--- src/rtl/i2c_req_arbiter.sv ---
// Round-robin arbiter sharing one I2C master controller between two requesters.
// Latches the winner's fields, launches the master, and returns data plus a completion pulse.
module i2c_req_arbiter #(
    parameter int TIMEOUT_CYCLES = 1024,
    parameter int TO_W           = 11
) (
    input  logic        CLK,
    input  logic        RESET,
    input  logic        REQ0,
    input  logic        REQ1,
    input  logic [6:0]  ADDR0,
    input  logic [6:0]  ADDR1,
    input  logic        RNW0,
    input  logic        RNW1,
    input  logic [15:0] WDATA0,
    input  logic [15:0] WDATA1,
    output logic        ACK0,
    output logic        ACK1,
    output logic        ERR0,
    output logic        ERR1,
    output logic [15:0] RDATA0,
    output logic [15:0] RDATA1,
    output logic        START_STB,
    output logic        RNW,
    output logic [6:0]  I2C_ADDR,
    output logic [15:0] WR_DATA,
    input  logic [15:0] RD_DATA,
    input  logic        DONE,
    output logic        BUSY,
    output logic        OWNER
);

    typedef enum logic [1:0] {
        S_IDLE   = 2'd0,
        S_LAUNCH = 2'd1,
        S_WAIT   = 2'd2,
        S_RESP   = 2'd3
    } state_t;

    localparam logic [TO_W-1:0] TIMER_LAST = TO_W'(TIMEOUT_CYCLES - 1);

    state_t         state_q, state_d;
    logic [TO_W-1:0] timer_q, timer_d;
    logic           last_q, last_d;
    logic           errflag_q, errflag_d;
    logic           owner_q, owner_d;
    logic           rnw_q, rnw_d;
    logic [6:0]     addr_q, addr_d;
    logic [15:0]    wdata_q, wdata_d;
    logic [15:0]    rdata0_q, rdata0_d;
    logic [15:0]    rdata1_q, rdata1_d;
    logic           ack0_q, ack0_d, ack1_q, ack1_d;
    logic           err0_q, err0_d, err1_q, err1_d;
    logic           start_q, start_d;
    logic           busy_q, busy_d;
    logic           sel_s;

    // On a tie the requester that was not served last wins.
    assign sel_s = (REQ0 && REQ1) ? ~last_q : REQ1;

    // State and output registers; outputs are computed one cycle ahead from the next state.
    always_ff @(posedge CLK) begin
        if (!RESET) begin
            state_q   <= S_IDLE;
            timer_q   <= {TO_W{1'b0}};
            last_q    <= 1'b1;
            errflag_q <= 1'b0;
            owner_q   <= 1'b0;
            rnw_q     <= 1'b0;
            addr_q    <= 7'd0;
            wdata_q   <= 16'd0;
            rdata0_q  <= 16'd0;
            rdata1_q  <= 16'd0;
            ack0_q    <= 1'b0;
            ack1_q    <= 1'b0;
            err0_q    <= 1'b0;
            err1_q    <= 1'b0;
            start_q   <= 1'b0;
            busy_q    <= 1'b0;
        end else begin
            state_q   <= state_d;
            timer_q   <= timer_d;
            last_q    <= last_d;
            errflag_q <= errflag_d;
            owner_q   <= owner_d;
            rnw_q     <= rnw_d;
            addr_q    <= addr_d;
            wdata_q   <= wdata_d;
            rdata0_q  <= rdata0_d;
            rdata1_q  <= rdata1_d;
            ack0_q    <= ack0_d;
            ack1_q    <= ack1_d;
            err0_q    <= err0_d;
            err1_q    <= err1_d;
            start_q   <= start_d;
            busy_q    <= busy_d;
        end
    end

    // Next-state and datapath update; DONE takes priority over the watchdog.
    always_comb begin
        state_d   = state_q;
        timer_d   = timer_q;
        last_d    = last_q;
        errflag_d = errflag_q;
        owner_d   = owner_q;
        rnw_d     = rnw_q;
        addr_d    = addr_q;
        wdata_d   = wdata_q;
        rdata0_d  = rdata0_q;
        rdata1_d  = rdata1_q;
        case (state_q)
            S_IDLE: begin
                if (REQ0 || REQ1) begin
                    state_d = S_LAUNCH;
                    owner_d = sel_s;
                    if (sel_s) begin
                        rnw_d   = RNW1;
                        addr_d  = ADDR1;
                        wdata_d = WDATA1;
                    end else begin
                        rnw_d   = RNW0;
                        addr_d  = ADDR0;
                        wdata_d = WDATA0;
                    end
                end else begin
                    state_d = S_IDLE;
                end
            end
            S_LAUNCH: begin
                timer_d = {TO_W{1'b0}};
                state_d = S_WAIT;
            end
            S_WAIT: begin
                if (DONE) begin
                    if (rnw_q && owner_q) begin
                        rdata1_d = RD_DATA;
                    end else if (rnw_q) begin
                        rdata0_d = RD_DATA;
                    end else begin
                        rdata0_d = rdata0_q;
                    end
                    errflag_d = 1'b0;
                    state_d   = S_RESP;
                end else if (timer_q == TIMER_LAST) begin
                    errflag_d = 1'b1;
                    state_d   = S_RESP;
                end else begin
                    timer_d = timer_q + TO_W'(1);
                end
            end
            S_RESP: begin
                last_d  = owner_q;
                state_d = S_IDLE;
            end
            default: begin
                state_d = S_IDLE;
            end
        endcase
    end

    // Output decode from the next state so the registered outputs align with the state.
    always_comb begin
        start_d = (state_d == S_LAUNCH);
        busy_d  = (state_d != S_IDLE);
        ack0_d  = (state_d == S_RESP) && !owner_d;
        ack1_d  = (state_d == S_RESP) && owner_d;
        err0_d  = ack0_d && errflag_d;
        err1_d  = ack1_d && errflag_d;
    end

    assign ACK0      = ack0_q;
    assign ACK1      = ack1_q;
    assign ERR0      = err0_q;
    assign ERR1      = err1_q;
    assign RDATA0    = rdata0_q;
    assign RDATA1    = rdata1_q;
    assign START_STB = start_q;
    assign RNW       = rnw_q;
    assign I2C_ADDR  = addr_q;
    assign WR_DATA   = wdata_q;
    assign BUSY      = busy_q;
    assign OWNER     = owner_q;

endmodule

--- config.mk ---
export PLATFORM = sky130hd
export DESIGN_NAME = i2c_req_arbiter
export DESIGN_NICKNAME = d
export VERILOG_FILES = /design/src/rtl/i2c_req_arbiter.sv
export SDC_FILE = /design/constraint.sdc
export NUM_CORES = 1
export LEC_CHECK = 0
export ABC_AREA = 1
export CORE_ASPECT_RATIO = 1.75
export CORE_UTILIZATION = 43
export DETAILED_ROUTE_END_ITERATION = 8
export PLACE_DENSITY = 0.8
export SLEW_MARGIN = 30
export SYNTH_ARGS = -nofsm -noshare
export SYNTH_HDL_FRONTEND = slang
export SYNTH_SLANG_ARGS = --single-unit
--- constraint.sdc ---
create_clock -name CLK -period 1.81 [get_ports CLK]
set_clock_uncertainty 0.1 [all_clocks]
set_input_delay 0.2715 -clock CLK [delete_from_list [all_inputs] [get_ports CLK]]
set_output_delay 0.2715 -clock CLK [all_outputs]
set_load 0.005 [all_outputs]
==> run_results.csv, run 1 <==
group,metric,value,unit
synthesis,ys_types,30,
global_routing,antenna_found_initial,0,
synthesis,synth_edf_count,0,
die,dieWidth,67.75,um
global_routing,grt_pass1_vias,3145,
sta,relSlewSlack,76.72,%
drt,first_iter_violations,279,
power_and_ir_drop,sw_frac_of_total,28.52,%
sta,timing.fmax,582.6,MHz
drt,wl,8.771,mm
global_routing,met1_usage,25.60,%
clock_tree,clock_latency,330,ps
worst_hold_path,hold_class,"reg2reg",
placement,placed_area,4682,um^2
synthesis,synth_top_area_cell,"dfxtp_1",
placement,place_congestion,0.7923,
clock_tree,clkSinkCount,78,
synthesis,syn_area,3253,um^2
drt,firstDrtPassIters,5,
sta,drv_slew,0,
power_and_ir_drop,p_per_area,1118,nW/um^2
setup_path,cp-end-kind,"output pin",
global_routing,gr-usage-met3,6.395,%
setup_path,required,1440,ps
synthesis,synthTopCellsByCount,"nor2_1 (92), nand2_1 (84), dfxtp_1 (78)",
setup_path,crit_slowest_cell,"clkdlybuf4s50_1",
setup_path,path_delay_family,"buffers and inverters",
placement,port_buffers,131,
status,status,"finished clean",
synthesis,syn_area_per_cell,7.548,um^2
sta,final.period_utilization,94.83,%
sta,tightest_slew,349.2,ps
synthesis,yosys.cell_count.top_type,"nor2_1",
clock_tree,cts_tree,"yes",
power_and_ir_drop,pwr-share-comb,29.4,%
setup_path,critPathArrivalTime,1340,ps
synthesis,synth_cells,431,
worst_hold_path,min_from,"RDATA1[1]",
cells_and_area,fin_nets,644,
synthesis,synthArstFlopShare,0,%
setup_path,crit_type,"reg2out",
clock_tree,clockBufferDepth,2,
power_and_ir_drop,p_sw,0.001617,W
worst_hold_path,hold_depth,2,
global_routing,grt_pass1_wl,13.85,mm
synthesis,synth_seq_cells,78,
global_routing,top_usage_layer,"met2",
global_routing,grt_max_degree,49,
die,die_h,117.1,um
drt,vias,3343,
clock_tree,cts_buffers,9,
power_and_ir_drop,p_clk_share,33.5,%
die,initial_utilization,44.66,%
cells_and_area,stdcell_area,5074,um^2
sta,min_period,1716,ps
die,rows,41,
global_routing,use_met2,40.59,%
sta,setup_viol,0,
clock_tree,htreeDepth,3,
synthesis,yosys_warnings,0,
worst_hold_path,hold_end,"RDATA1[1]",
clock_tree,clk_pin_slew_worst_paths,50,ps
sta,hold_viol_final,0,
synthesis,syn_nets,506,
synthesis,ys_seq_area_share,48.00,%
setup_path,start_kind,"register",
synthesis,synth_area_leaders,"dfxtp_1 (48%), nor2_1 (11%), nand2_1 (9.7%)",
die,core,7284,um^2
power_and_ir_drop,power,0.005670,W
setup_path,crit_chain,"clkdlybuf4s50_1",
cells_and_area,syn2layout_area_growth,55.96,%
global_routing,track_usage,23.26,%
power_and_ir_drop,ir_worst_vdd,0.6708,mV
setup_path,r2r_slack,90,ps
die,io_pins,132,
drt,vias_per_cell,5.065,
power_and_ir_drop,p_int,0.004053,W
power_and_ir_drop,seqPwrFrac,37.2,%
setup_path,cp.buffers_inverters,1,
clock_tree,cts-root-buf,"clkbuf_16",
setup_path,ff2ff_path_depth,8,
setup_path,max_stage_delay,560,ps
cells_and_area,antenna_cells,0,
run,maxCapViolations,0,
drt,antenna_left,0,
global_routing,grt_remaining_overflow,0,
drt,drc,0,
die,die_area,7931,um^2
synthesis,synth_top_area_share,48.00,%
setup_path,path_max_fanout,5,
setup_path,reg2reg_to,"timer_q[1]",
power_and_ir_drop,leakagePower,1.931,nW
placement,place_hpwl,6.343,mm
setup_path,reg2reg_from,"state_q[0]",
cells_and_area,layout-drive-gt1-share,9.582,%
drt,wl_per_cell,13.29,um
synthesis,synth-main-ff-cell,"dfxtp_1",
-- stage by stage --
stage / utilization, % / TNS [ps] / instances / worst slack, ps / hold slack [ps]
final: 69.65 / 0 / 660 / 93.62 / 379.4
after detailed placement: 64.27 / -25.22 / 639 / -25.22 / 371.0
after CTS: 68.76 / 0 / 655 / 9.344 / 384.4
after global placement: 64.27 / 0 / 639 / 76.70 / 365.2
after global routing: 69.65 / -9.868 / 660 / -5.436 / 398.0
after floorplan: - / 0 / 431 / 209.2 / 320.3
-- flip-flops by register name, indices dropped and copies added, names as in the netlist, 2 cells and up --
register  cells
I2C_ADDR      7
RDATA0       16
RDATA1       16
WR_DATA      16
state_q       2
timer_q      11
-- routing by layer --
metal	share of wire [%]	up-vias
met2	53	146
met1	37	1489
met3	7.1	17
li1	-	1691
met5	0	-
met4	2.4	0
-- worst max-delay path by stage --
stage	from	end	slack (ps)	depth (start not counted)
final	OWNER	OWNER	90	1
after global routing	state_q[0]	timer_q[10]	-5	10
after CTS	state_q[0]	timer_q[10]	9	10
after detailed placement	state_q[0]	timer_q[8]	-30	10
after global placement	DONE	timer_q[10]	80	9
after floorplan	state_q[0]	timer_q[6]	210	8
-- timing repair --
action                                  in CTS  in global routing
pin swaps                                    0                  2
hold buffers                                 0                  0
endpoints found under the hold margin        0                  0
buffers inserted                             0                  5
endpoints found under the setup margin       2                 45
gates resized for setup                      1                  5
-- cell type report --
type | instances | area [um^2]
Clock inverter | 2 | 37.54
Tap cell | 86 | 107.6
Sequential cell | 78 | 1562
Clock buffer | 14 | 284.0
Multi-Input combinational cell | 309 | 1533
Timing Repair Buffer | 148 | 1464
Fill cell | 585 | 2211
Inverter | 23 | 86.33
-- cell families after synthesis --
logic type	synth area share, %
buffers and inverters	5.961
AND/OR/NAND/NOR	27.65
adder cells (fa/ha/maj)	2.308
AO/OA/AOI/OAI	16.08
flip-flops	48.00
-- power groups by stage --
stage | combinational [W] | clock (W) | sequential, W
2_1_floorplan | 0.000752 | 0 | 0.00213
3_3_place_gp | 0.00152 | 0 | 0.00213
3_5_place_dp | 0.00155 | 0 | 0.00214
4_1_cts | 0.00157 | 0.00191 | 0.00210
5_1_grt | 0.00182 | 0.00201 | 0.00214
6_report | 0.00166 | 0.00190 | 0.00211
-- cell usage in the layout (no fill, tap or decap) --
cell type        count
a21boi_2             1
a21oi_1              9
a21oi_2              1
a31oi_1             24
buf_12               2
buf_4               15
bufinv_16            1
clkbuf_1             1
clkbuf_16            9
clkbuf_8             4
clkdlybuf4s50_1    131
clkinvlp_4           1
dfxtp_1             78
ha_1                 5
ha_4                 1
inv_1               20
inv_2                3
nand2_1             84
nand2_2              5
nand2_8              1
nand3_1              8
nand3_2              1
nand3_4              1
nand3b_1             1
nand4_1              4
nand4_2              1
nor2_1              90
nor2_2               2
nor2_4               2
nor2_8               1
nor3_1               1
nor3_2               2
nor3b_1              2
o21ai_0             56
o21ai_1              3
o21ai_2              1
o21bai_1             1
or2_1                1
Note: power is estimated with default switching activity, not from simulation.
==> inputs of run 2 (changes only) <==
--- a/config.mk
+++ b/config.mk
@@ -9,6 +9,7 @@
 export CORE_ASPECT_RATIO = 1.75
 export CORE_UTILIZATION = 43
 export DETAILED_ROUTE_END_ITERATION = 8
+export GPL_TIMING_DRIVEN = 0
 export PLACE_DENSITY = 0.8
 export SLEW_MARGIN = 30
 export SYNTH_ARGS = -nofsm -noshare
==> run 2 against run 1 <==
Effect of this change: setup slack better by 20 ps; first-iteration DRC count down 35%; sequential power is essentially flat; register-to-register slack gained 30 ps; highest routed layer unchanged.
==> run_results.csv, run 2 (same netlist as run 1, synthesis figures left out) <==
group,metric,value,unit
clock_tree,htreeDepth,3,
drt,firstDrtPassIters,4,
worst_hold_path,min_from,"RDATA0[3]",
sta,min_period,1697,ps
sta,drv_slew,0,
drt,route.met2.wl,4.687,mm
cells_and_area,fin_nets,649,
cells_and_area,antenna_cells,0,
sta,tightest_slew,525.4,ps
clock_tree,clock_latency,340,ps
cells_and_area,stdcell_area,5022,um^2
die,initial_utilization,44.66,%
setup_path,critPathArrivalTime,1330,ps
cells_and_area,layout_common_cells,"clkdlybuf4s50_1 (131), nor2_1 (90), nand2_1 (82), dfxtp_1 (77), o21ai_0 (53)",
power_and_ir_drop,ir_worst_vdd,0.8543,mV
die,core,7284,um^2
power_and_ir_drop,p_clk_share,32.8,%
global_routing,track_usage,23.74,%
worst_hold_path,hold_depth,2,
sta,final.period_utilization,93.74,%
setup_path,max_stage_delay,560,ps
clock_tree,cts_tree,"yes",
setup_path,crit_chain,"clkdlybuf4s50_1",
setup_path,cp-end-kind,"output pin",
worst_hold_path,hold_end,"RDATA0[3]",
power_and_ir_drop,p_sw,0.001616,W
setup_path,ff2ff_path_depth,8,
power_and_ir_drop,sw_frac_of_total,29.24,%
sta,hold_viol_final,0,
cells_and_area,syn2layout_area_growth,54.38,%
placement,place_congestion,0.8094,
clock_tree,clkSinkCount,78,
setup_path,cp.buffers_inverters,1,
clock_tree,clk_pin_slew_worst_paths,60,ps
clock_tree,cts-root-buf,"clkbuf_16",
drt,dr_wl_met3,645,um
placement,placed_area,4672,um^2
global_routing,grt_max_degree,13,
cells_and_area,fill_cells,613,
clock_tree,clockBufferDepth,2,
clock_tree,hold_buffers,0,
setup_path,reg2reg_to,"START_STB",
die,rows,41,
drt,vias,3345,
setup_path,crit_type,"reg2out",
setup_path,reg2reg_from,"timer_q[0]",
global_routing,grt_pass1_vias,3264,
drt,antenna_left,0,
drt,met1Wirelength,3.148,mm
power_and_ir_drop,p_int,0.003909,W
global_routing,grt_pass1_wl,14.10,mm
placement,port_buffers,131,
status,status,"finished clean",
cells_and_area,fin_util,68.95,%
die,die_h,117.1,um
power_and_ir_drop,pwr-share-comb,29.1,%
drt,wl_per_cell,13.20,um
setup_path,start_kind,"register",
setup_path,path_delay_family,"buffers and inverters",
drt,drc,0,
global_routing,antenna_found_initial,0,
cells_and_area,layout-drive-gt1-share,9.343,%
global_routing,grt_remaining_overflow,0,
run,maxCapViolations,0,
cells_and_area,final_common_cell,"clkdlybuf4s50_1",
drt,vias_per_cell,5.038,
drt,wl,8.763,mm
power_and_ir_drop,power,0.005525,W
worst_hold_path,hold_class,"reg2reg",
setup_path,r2r_slack,120,ps
die,dieWidth,67.75,um
drt,first_iter_violations,181,
power_and_ir_drop,seqPwrFrac,38.1,%
setup_path,crit_slowest_cell,"clkdlybuf4s50_1",
power_and_ir_drop,leakagePower,1.905,nW
cells_and_area,multiInputGateArea,1525,um^2
sta,setup_viol,0,
placement,place_hpwl,6.775,mm
drt,highest_layer,"met4",
sta,relSlewSlack,64.98,%
power_and_ir_drop,p_per_area,1100,nW/um^2
die,die_area,7931,um^2
cells_and_area,seqCellArea,1563,um^2
sta,timing.fmax,589.4,MHz
setup_path,path_max_fanout,5,
setup_path,required,1440,ps
clock_tree,cts_buffers,9,
die,io_pins,132,
run 2: power by group through the flow:
stage          Clock (W)  Sequential (W)  Combinational (W)
2_1_floorplan          0         0.00213           0.000752
3_3_place_gp           0         0.00213            0.00152
3_5_place_dp           0         0.00213            0.00155
4_1_cts          0.00183         0.00210            0.00157
5_1_grt          0.00190         0.00214            0.00177
6_report         0.00181         0.00210            0.00161
run 2: worst min-delay path, cell delays in order (launching register included):
cell	delay, ps
dfxtp_1	320
nor2_1	50
nor2_1	80
run 2: per-stage QoR:
step	cells	TNS [ps]	hold WS (ps)	setup slack, ps
floorplan	431	0	320.3	209.2
global placement	648	-3839	365.2	-138.8
detailed placement	648	-5076	371.3	-169.7
CTS	663	0	384.5	11.79
global route	664	-5.326	398.6	-5.326
finish	664	0	379.5	113.4
run 2: how the worst max path moves through the flow:
| stage | from | end | cells past startpoint |
|---|---|---|---|
| 3_3_place_gp | REQ0 | I2C_ADDR[4] | 6 |
| 2_1_floorplan | state_q[0] | timer_q[6] | 8 |
| 5_1_grt | timer_q[1] | START_STB | 8 |
| 4_1_cts | state_q[0] | RDATA0[10] | 8 |
| 6_report | OWNER | OWNER | 1 |
| 3_5_place_dp | REQ0 | I2C_ADDR[4] | 6 |
run 2: timing repair:
item                                    in CTS  in global routing
pin swaps                                    0                  1
endpoints found under the setup margin      23                 56
hold endpoints to repair                     0                  0
gates resized for setup                      4                 20
buffers inserted                             0                  1
cloned                                       0                  0
run 2: layout make-up:
class | count | area share (%)
Multi-Input combinational cell | 309 | 30.37
Clock inverter | 3 | 0.8719
Clock buffer | 12 | 5.107
Timing Repair Buffer | 132 | 26.26
Inverter | 23 | 1.719
Tap cell | 86 | 2.142
Sequential cell | 78 | 31.12
Buffer | 21 | 2.417
run 2: per-layer routing:
| metal | vias to the layer above | track usage, % |
|---|---|---|
| met2 | 126 | 42.90 |
| met1 | 1502 | 22.84 |
| li1 | 1697 | - |
| met3 | 20 | 7.267 |
| met5 | - | 0 |
| met4 | 0 | 13.62 |
